<file path="config.mk">
export PLATFORM = sky130hd
export DESIGN_NAME = pid_seq_ctrl
export DESIGN_NICKNAME = d
export VERILOG_FILES = /design/src/rtl/pid_seq_ctrl.sv
export SDC_FILE = /design/constraint.sdc
export NUM_CORES = 1
export LEC_CHECK = 0
export CAP_MARGIN = 25
export CORE_MARGIN = 5
export CORE_UTILIZATION = 55
export DETAILED_ROUTE_END_ITERATION = 10
export PLACE_DENSITY = 0.74
export SLEW_MARGIN = 25
export SYNTH_ARGS = -nofsm -noshare
export SYNTH_HDL_FRONTEND = slang
export SYNTH_SLANG_ARGS = --single-unit
export TNS_END_PERCENT = 20
</file>
<file path="constraint.sdc">
create_clock -name clk -period 7.81 [get_ports clk]
set_clock_uncertainty 0.05 [all_clocks]
set_input_delay 1.562 -clock clk [delete_from_list [all_inputs] [get_ports clk]]
set_output_delay 1.562 -clock clk [all_outputs]
set_load 0.05 [all_outputs]
</file>
<file path="src/rtl/pid_seq_ctrl.sv">
// Sample scheduler and P/I/D step sequencer sharing one multiplier, with shadowed gains and clamped output.
// Define PID_ANTIWINDUP_EN to enable conditional integration (integrator held while output pushes into a clamp).
module pid_seq_ctrl #(
  parameter int DW   = 8,
  parameter int GW   = 8,
  parameter int ACCW = 16,
  parameter int DIVW = 16
) (
  input  logic            clk,
  input  logic            rst_n,
  input  logic            cfg_we,
  input  logic [1:0]      cfg_addr,
  input  logic [7:0]      cfg_wdata,
  input  logic [DIVW-1:0] rate_div,
  input  logic            sample_req,
  input  logic [DW-1:0]   setpoint,
  input  logic [DW-1:0]   feedback,
  output logic [DW-1:0]   control_signal,
  output logic            busy,
  output logic            done,
  output logic            sat_out,
  output logic            overrun,
  output logic [2:0]      dbg_state
);

  localparam int AW = ACCW + GW + DW + 3;
  localparam int EW = DW + 1;
  localparam logic signed [AW-1:0] IMAX = AW'(2**(ACCW-1) - 1);
  localparam logic signed [AW-1:0] IMIN = -IMAX - AW'(1);
  localparam logic signed [AW-1:0] OMAX = AW'(2**DW - 1);

  typedef enum logic [2:0] {S_IDLE, S_CAP, S_P, S_I, S_D, S_OUT} state_t;

  state_t r_state, w_state_nxt;

  logic [GW-1:0]          r_kp_sh, r_ki_sh, r_kd_sh, r_kp, r_ki, r_kd;
  logic                   r_en, r_clr_pend, r_ovr;
  logic [DIVW-1:0]        r_presc;
  logic signed [EW-1:0]   r_err, r_prev_err;
  logic signed [ACCW-1:0] r_integ;
  logic signed [AW-1:0]   r_acc;
  logic [DW-1:0]          r_ctrl;
  logic                   r_done, r_sat, r_last_hi, r_last_lo;

  logic                   w_tick, w_trig, w_accept_ok, w_skip, w_ctrl_wr;
  logic signed [AW-1:0]   w_err_x, w_derr_x, w_kp_x, w_ki_x, w_kd_x;
  logic signed [AW-1:0]   w_integ_ext, w_integ_base, w_integ_sum, w_integ_next_x;
  logic signed [ACCW-1:0] w_integ_sat, w_integ_next;

  // Trigger is a one-cycle request with no backpressure: it is accepted in IDLE or OUT, otherwise it is
  // dropped and flagged as overrun. done is a one-cycle valid qualifying control_signal and sat_out.
  assign w_tick      = r_en && (rate_div != '0) && (r_presc >= rate_div);
  assign w_trig      = (rate_div == '0) ? (r_en && sample_req) : w_tick;
  assign w_accept_ok = (r_state == S_IDLE) || (r_state == S_OUT);
  assign w_ctrl_wr   = cfg_we && (cfg_addr == 2'd3);

  assign w_err_x      = AW'(r_err);
  assign w_derr_x     = AW'(r_err) - AW'(r_prev_err);
  assign w_kp_x       = AW'($signed({1'b0, r_kp}));
  assign w_ki_x       = AW'($signed({1'b0, r_ki}));
  assign w_kd_x       = AW'($signed({1'b0, r_kd}));
  assign w_integ_ext  = AW'(r_integ);
  assign w_integ_base = r_clr_pend ? '0 : w_integ_ext;
  assign w_integ_sum  = w_integ_base + w_ki_x * w_err_x;
  assign w_integ_sat  = (w_integ_sum > IMAX) ? IMAX[ACCW-1:0] :
                        (w_integ_sum < IMIN) ? IMIN[ACCW-1:0] : w_integ_sum[ACCW-1:0];

`ifdef PID_ANTIWINDUP_EN
  assign w_skip = (r_last_hi && (r_err > 0)) || (r_last_lo && (r_err < 0));
`else
  assign w_skip = 1'b0;
`endif

  assign w_integ_next   = w_skip ? w_integ_base[ACCW-1:0] : w_integ_sat;
  assign w_integ_next_x = AW'(w_integ_next);

  always_ff @(posedge clk or negedge rst_n) begin
    if (!rst_n) r_state <= S_IDLE;
    else        r_state <= w_state_nxt;
  end

  always_comb begin
    w_state_nxt = r_state;
    case (r_state)
      S_IDLE:  if (w_trig) w_state_nxt = S_CAP;
      S_CAP:   w_state_nxt = S_P;
      S_P:     w_state_nxt = S_I;
      S_I:     w_state_nxt = S_D;
      S_D:     w_state_nxt = S_OUT;
      S_OUT:   w_state_nxt = w_trig ? S_CAP : S_IDLE;
      default: w_state_nxt = S_IDLE;
    endcase
  end

  // Configuration, prescaler and sticky status
  always_ff @(posedge clk or negedge rst_n) begin
    if (!rst_n) begin
      r_kp_sh <= '0; r_ki_sh <= '0; r_kd_sh <= '0;
      r_en <= 1'b0; r_clr_pend <= 1'b0; r_ovr <= 1'b0; r_presc <= '0;
    end else begin
      if (cfg_we && cfg_addr == 2'd0) r_kp_sh <= GW'(cfg_wdata);
      if (cfg_we && cfg_addr == 2'd1) r_ki_sh <= GW'(cfg_wdata);
      if (cfg_we && cfg_addr == 2'd2) r_kd_sh <= GW'(cfg_wdata);
      if (w_ctrl_wr) r_en <= cfg_wdata[0];
      if (w_ctrl_wr && cfg_wdata[1]) r_clr_pend <= 1'b1;
      else if (r_state == S_I)       r_clr_pend <= 1'b0;
      if (w_trig && !w_accept_ok)    r_ovr <= 1'b1;
      else if (w_ctrl_wr && cfg_wdata[2]) r_ovr <= 1'b0;
      if (!r_en || rate_div == '0 || r_presc >= rate_div) r_presc <= '0;
      else r_presc <= r_presc + 1'b1;
    end
  end

  // Step datapath; gains are captured in CAP so a sample always uses one consistent set
  always_ff @(posedge clk or negedge rst_n) begin
    if (!rst_n) begin
      r_kp <= '0; r_ki <= '0; r_kd <= '0;
      r_err <= '0; r_prev_err <= '0; r_integ <= '0; r_acc <= '0;
      r_ctrl <= '0; r_done <= 1'b0; r_sat <= 1'b0; r_last_hi <= 1'b0; r_last_lo <= 1'b0;
    end else begin
      r_done <= 1'b0;
      r_sat  <= 1'b0;
      case (r_state)
        S_CAP: begin
          r_kp  <= (cfg_we && cfg_addr == 2'd0) ? GW'(cfg_wdata) : r_kp_sh;
          r_ki  <= (cfg_we && cfg_addr == 2'd1) ? GW'(cfg_wdata) : r_ki_sh;
          r_kd  <= (cfg_we && cfg_addr == 2'd2) ? GW'(cfg_wdata) : r_kd_sh;
          r_err <= $signed({1'b0, setpoint}) - $signed({1'b0, feedback});
        end
        S_P: r_acc <= w_kp_x * w_err_x;
        S_I: begin
          r_integ <= w_integ_next;
          r_acc   <= r_acc + w_integ_next_x;
        end
        S_D: begin
          r_acc      <= r_acc + w_kd_x * w_derr_x;
          r_prev_err <= r_err;
        end
        S_OUT: begin
          r_done    <= 1'b1;
          r_last_hi <= (r_acc > OMAX);
          r_last_lo <= r_acc[AW-1];
          if (r_acc[AW-1]) begin
            r_ctrl <= '0;
            r_sat  <= 1'b1;
          end else if (r_acc > OMAX) begin
            r_ctrl <= '1;
            r_sat  <= 1'b1;
          end else begin
            r_ctrl <= r_acc[DW-1:0];
          end
        end
        default: ;
      endcase
    end
  end

  assign control_signal = r_ctrl;
  assign busy           = (r_state != S_IDLE);
  assign done           = r_done;
  assign sat_out        = r_sat;
  assign overrun        = r_ovr;
  assign dbg_state      = r_state;

endmodule

</file>
==> tab_implementation.tex, run 1 <==
\begin{tabular}{lr}
\hline
Metric & Value \\
\hline
\multicolumn{2}{l}{\textbf{STA}} \\
Achievable Freq & around 120 MHz \\
Number of hold-slack violations in the final timing report & 0 \\
Worst rel slew slack & 39.06\% \\
Post-route worst setup slack & -258.1 ps \\
Number of setup violations in the final report & 20 \\
RSZ-0062 raised after global routing & true \\
Worst hold slack across all endpoints & around 430 ps \\
Transition at the pin with the smallest max-transition slack & slightly above 900 ps \\
Final-report max-slew violation count & 0 \\
Fin crit period & about 8100 ps \\
Period utilisation layout & 103.3\% \\
\multicolumn{2}{l}{\textbf{Route}} \\
Drt total wl & roughly 53000 um \\
Uppermost layer routed & met4 \\
Post-detailed-route DRC marker count & 0 \\
Antenna violation net count after detailed routing & 0 \\
First-iteration detailed-routing DRC count & roughly 1100 \\
Via density per instance & 5.684 \\
Length of the first detailed-routing pass in iterations & 7 \\
Detail-routed net length per standard cell & about 18 um \\
M1 WL & between 20000 and 25000 um \\
Detailed-routed wire length on met3 & slightly below 3000 um \\
Vias & 16779 \\
Met2 wirelength from detailed routing & 25980 um \\
\multicolumn{2}{l}{\textbf{Global routing}} \\
Wire length of the first global-routing pass & 88010 um \\
Total overflow reported by the global router & 0 \\
Number of antenna violations at the first check in global routing & 1 \\
Global routing usage summed across all routing layers & 27.62\% \\
Number of global-route vias before repair & 17521 \\
Pin count of the biggest net entering global routing & 62 \\
\multicolumn{2}{l}{\textbf{Logic synthesis}} \\
Unique cell type count in the Yosys netlist & 84 \\
Leading cell types by total area after synthesis & fa\_1 21\%, dfrtp\_1 19\%, ha\_1 15\%, inv\_1 5.8\%, nand2\_1 5.7\% \\
Syn\_area\_per\_cell & $\sim$8.7 um2 \\
Synth Warn \# & 0 \\
Number of synthesized register bits & 149 \\
Cell accounting for the most synthesized area & fa\_1 \\
Count of flip-flops with a built-in enable after synthesis & 0 \\
Syn nets & 2713 \\
Cell Area, Synth & 19530 um2 \\
Share of Yosys cell area claimed by the top area cell type & a little over a fifth \\
Post-Syn Instances & 2232 \\
Synth Flop Type & dfrtp\_1 \\
Proportion of synthesized chip area in sequential cells & 19.09\% \\
Ys async rst share & between 90\% and 100\% \\
\multicolumn{2}{l}{\textbf{Clocking}} \\
Clock Pin Slew Worst Setup and Hold Paths & 70 ps \\
Largest buffer count on any clock path & 2 \\
Worst skew pair latency & 460 ps \\
Clock root buffer & clkbuf\_16 \\
CTS tree & done \\
Number of clock sinks seen by CTS & approximately 150 \\
Cts hold-fix bufs & 0 \\
CTS H-Tree Depth & 4 \\
CTS Buf Count & 17 \\
\multicolumn{2}{l}{\textbf{Floorplan}} \\
Total die area & 39370 um2 \\
Ports placed on the boundary & 61 \\
Initial Util & 55.31\% \\
Total core area & 35310 um2 \\
Overall die width & 198.4 um \\
Chip Height & 198.4 um \\
Number of standard-cell rows in the floorplan & 69 \\
\multicolumn{2}{l}{\textbf{Finish}} \\
Final Cell Area & 23750 um2 \\
Number of nets at the end of the flow & between 2000 and 3000 \\
Area growth from synthesis to layout & 21.62\% \\
ANT cells & 0 \\
Share of post-route cells with drive strength above 1 & 18.87\% \\
Count of fill cells added during filler insertion & between 2000 and 3000 \\
\multicolumn{2}{l}{\textbf{Worst setup path}} \\
Crit-path leading delay family & adder cells \\
Cell type of the slowest stage on the worst timing path & fa\_1 \\
Worst endpoint required time & 8070 ps \\
CP Launch Type & flop \\
Cell repeated most along the worst path & fa\_1 \\
Buffers and inverters on the worst path & 5 \\
Category of the critical setup timing path & reg -> reg \\
Slowest stage delay, CP & 580 ps \\
Endpoint arrival time on the critical path & 8330 ps \\
Worst-path maximum fanout & 5 \\
CP Capture Type & flop \\
\multicolumn{2}{l}{\textbf{Placed design}} \\
Port bufs & 60 \\
DP Wirelength & 42040 um \\
Placed Area & 22120 um2 \\
Routability congestion estimate from global placement & 0.9550 \\
\multicolumn{2}{l}{\textbf{Min path}} \\
Type of the tightest min-delay check & reg -> reg \\
\multicolumn{2}{l}{\textbf{Flow run}} \\
Max-cap check violation count & 0 \\
\multicolumn{2}{l}{\textbf{Run status}} \\
Outcome & finished with violations \\
Violations in the final reports & setup timing \\
\hline
\end{tabular}
## cells in the final DEF (no fill, tap or decap), types with 12 or more instances in the layout
| cell | n |
|---|---|
| nor2_1 | 117 |
| or3_1 | 12 |
| nor3_1 | 24 |
| buf_4 | 226 |
| nor2b_1 | 37 |
| and3_1 | 15 |
| a21o_1 | 34 |
| ha_1 | 214 |
| xnor2_1 | 58 |
| fa_1 | 198 |
| o21bai_1 | 13 |
| a31oi_1 | 12 |
| o21ai_0 | 68 |
| mux2_2 | 28 |
| o211ai_1 | 16 |
| nand2_1 | 286 |
| dfrtp_2 | 14 |
| nand2b_1 | 33 |
| and2_1 | 94 |
| xor2_1 | 35 |
| o21a_1 | 15 |
| buf_6 | 14 |
| clkdlybuf4s50_1 | 59 |
| nand3_1 | 30 |
| ha_4 | 15 |
| clkbuf_16 | 17 |
| dfrtp_1 | 135 |
| o21ai_1 | 24 |
| inv_1 | 295 |
| a21oi_1 | 96 |
## tightest hold or removal path, cell delays in order, from the launching register on
cell     delay [ps]
dfrtp_1         350
nand2_1          50
o31ai_1          50
## cell families (layout without fill, tap and decap cells)
logic type | Yosys count | after routing | synth area share, %
and+or+nand+nor | 739 | 739 | 18.16
muxes | 34 | 34 | 1.954
DFF | 149 | 149 | 19.09
xor gates and xnor gates | 96 | 96 | 4.344
adders and majority gates | 435 | 435 | 35.67
buffers and inverters | 383 | 641 | 7.483
AOI/OAI and AO/OA | 396 | 397 | 13.29
## stage by stage
step                      setup slack [ps]  instances  TNS, ps  util (%)
after global routing                -597.8       2952   -10580     67.27
final                               -258.1       2952    -2875     67.27
after CTS                           -84.31       2931   -372.2     65.75
after detailed placement            -398.4       2876    -5297     62.65
after floorplan                     -62.38       2232   -115.6         -
after global placement              -228.5       2876    -1617     62.63
## cell usage after synthesis (all sizes together) (17+ instances only)
cell type and number:
inv 304, nand2 296, ha 232, fa 203, dfrtp 149, nor2 132
a21oi 109, and2 105, o21ai 97, clkbuf 73, xnor2 60, nor2b 38
xor2 36, a21o 35, nand2b 34, nand3 31, nor3 31, mux2 30
a31oi 17
## final cells by class
class / instances / area, um2 / area share, %
Inverter: 305 / 1156 / 4.868
Sequential cell: 149 / 3746 / 15.77
Clock inverter: 13 / 113.9 / 0.4794
Clock buffer: 19 / 442.9 / 1.865
Timing Repair Buffer: 304 / 2545 / 10.71
Multi-Input combinational cell: 1701 / 15170 / 63.87
Tap cell: 461 / 576.8 / 2.428
## state kept, by name, summed over array words and instances (netlist names), 9 cells and up
| name | flops |
|---|---|
| r_acc | 35 |
| r_integ | 16 |
| r_presc | 16 |
| r_err | 9 |
| r_prev_err | 9 |
## metal layers
layer | GRT usage (%) | up-vias
li1 | - | 7867
met1 | 37.75 | 8273
met2 | 46.14 | 522
met3 | 3.675 | 117
met4 | 8.713 | 0
met5 | 0 | -
## repair_timing
action	in CTS	in global routing
setup buffers	22	21
cloned	1	0
endpoints found under the setup margin	20	29
gates resized for setup	79	86
pin swaps	49	39
## final timing paths
check                                   from  slack [ps]           endpoint  depth (start not counted)
hold reg to reg            control_signal[0]         430  control_signal[0]                          2
max in group asynchronous              rst_n        4980          r_acc[26]                          3
hold / removal             control_signal[0]         430  control_signal[0]                          2
setup / recovery                     r_ki[4]        -260          r_acc[34]                         33
min in group asynchronous              rst_n        1040         r_kd_sh[5]                          1
setup reg to reg                     r_ki[4]        -260          r_acc[34]                         33
Power of run 1 is not shown: default switching activity piles up to over one toggle a cycle in this logic, so the estimate is an artifact.
==> run 2, diff against run 1 <==
--- a/constraint.sdc
+++ b/constraint.sdc
@@ -3,3 +3,3 @@
 set_input_delay 1.562 -clock clk [delete_from_list [all_inputs] [get_ports clk]]
 set_output_delay 1.562 -clock clk [all_outputs]
-set_load 0.05 [all_outputs]
+set_load 0.005 [all_outputs]
==> results of run 2 <==
Final layout, timing and power as in run 1 (identical DEF).
Power of run 2 is left out for the same reason.
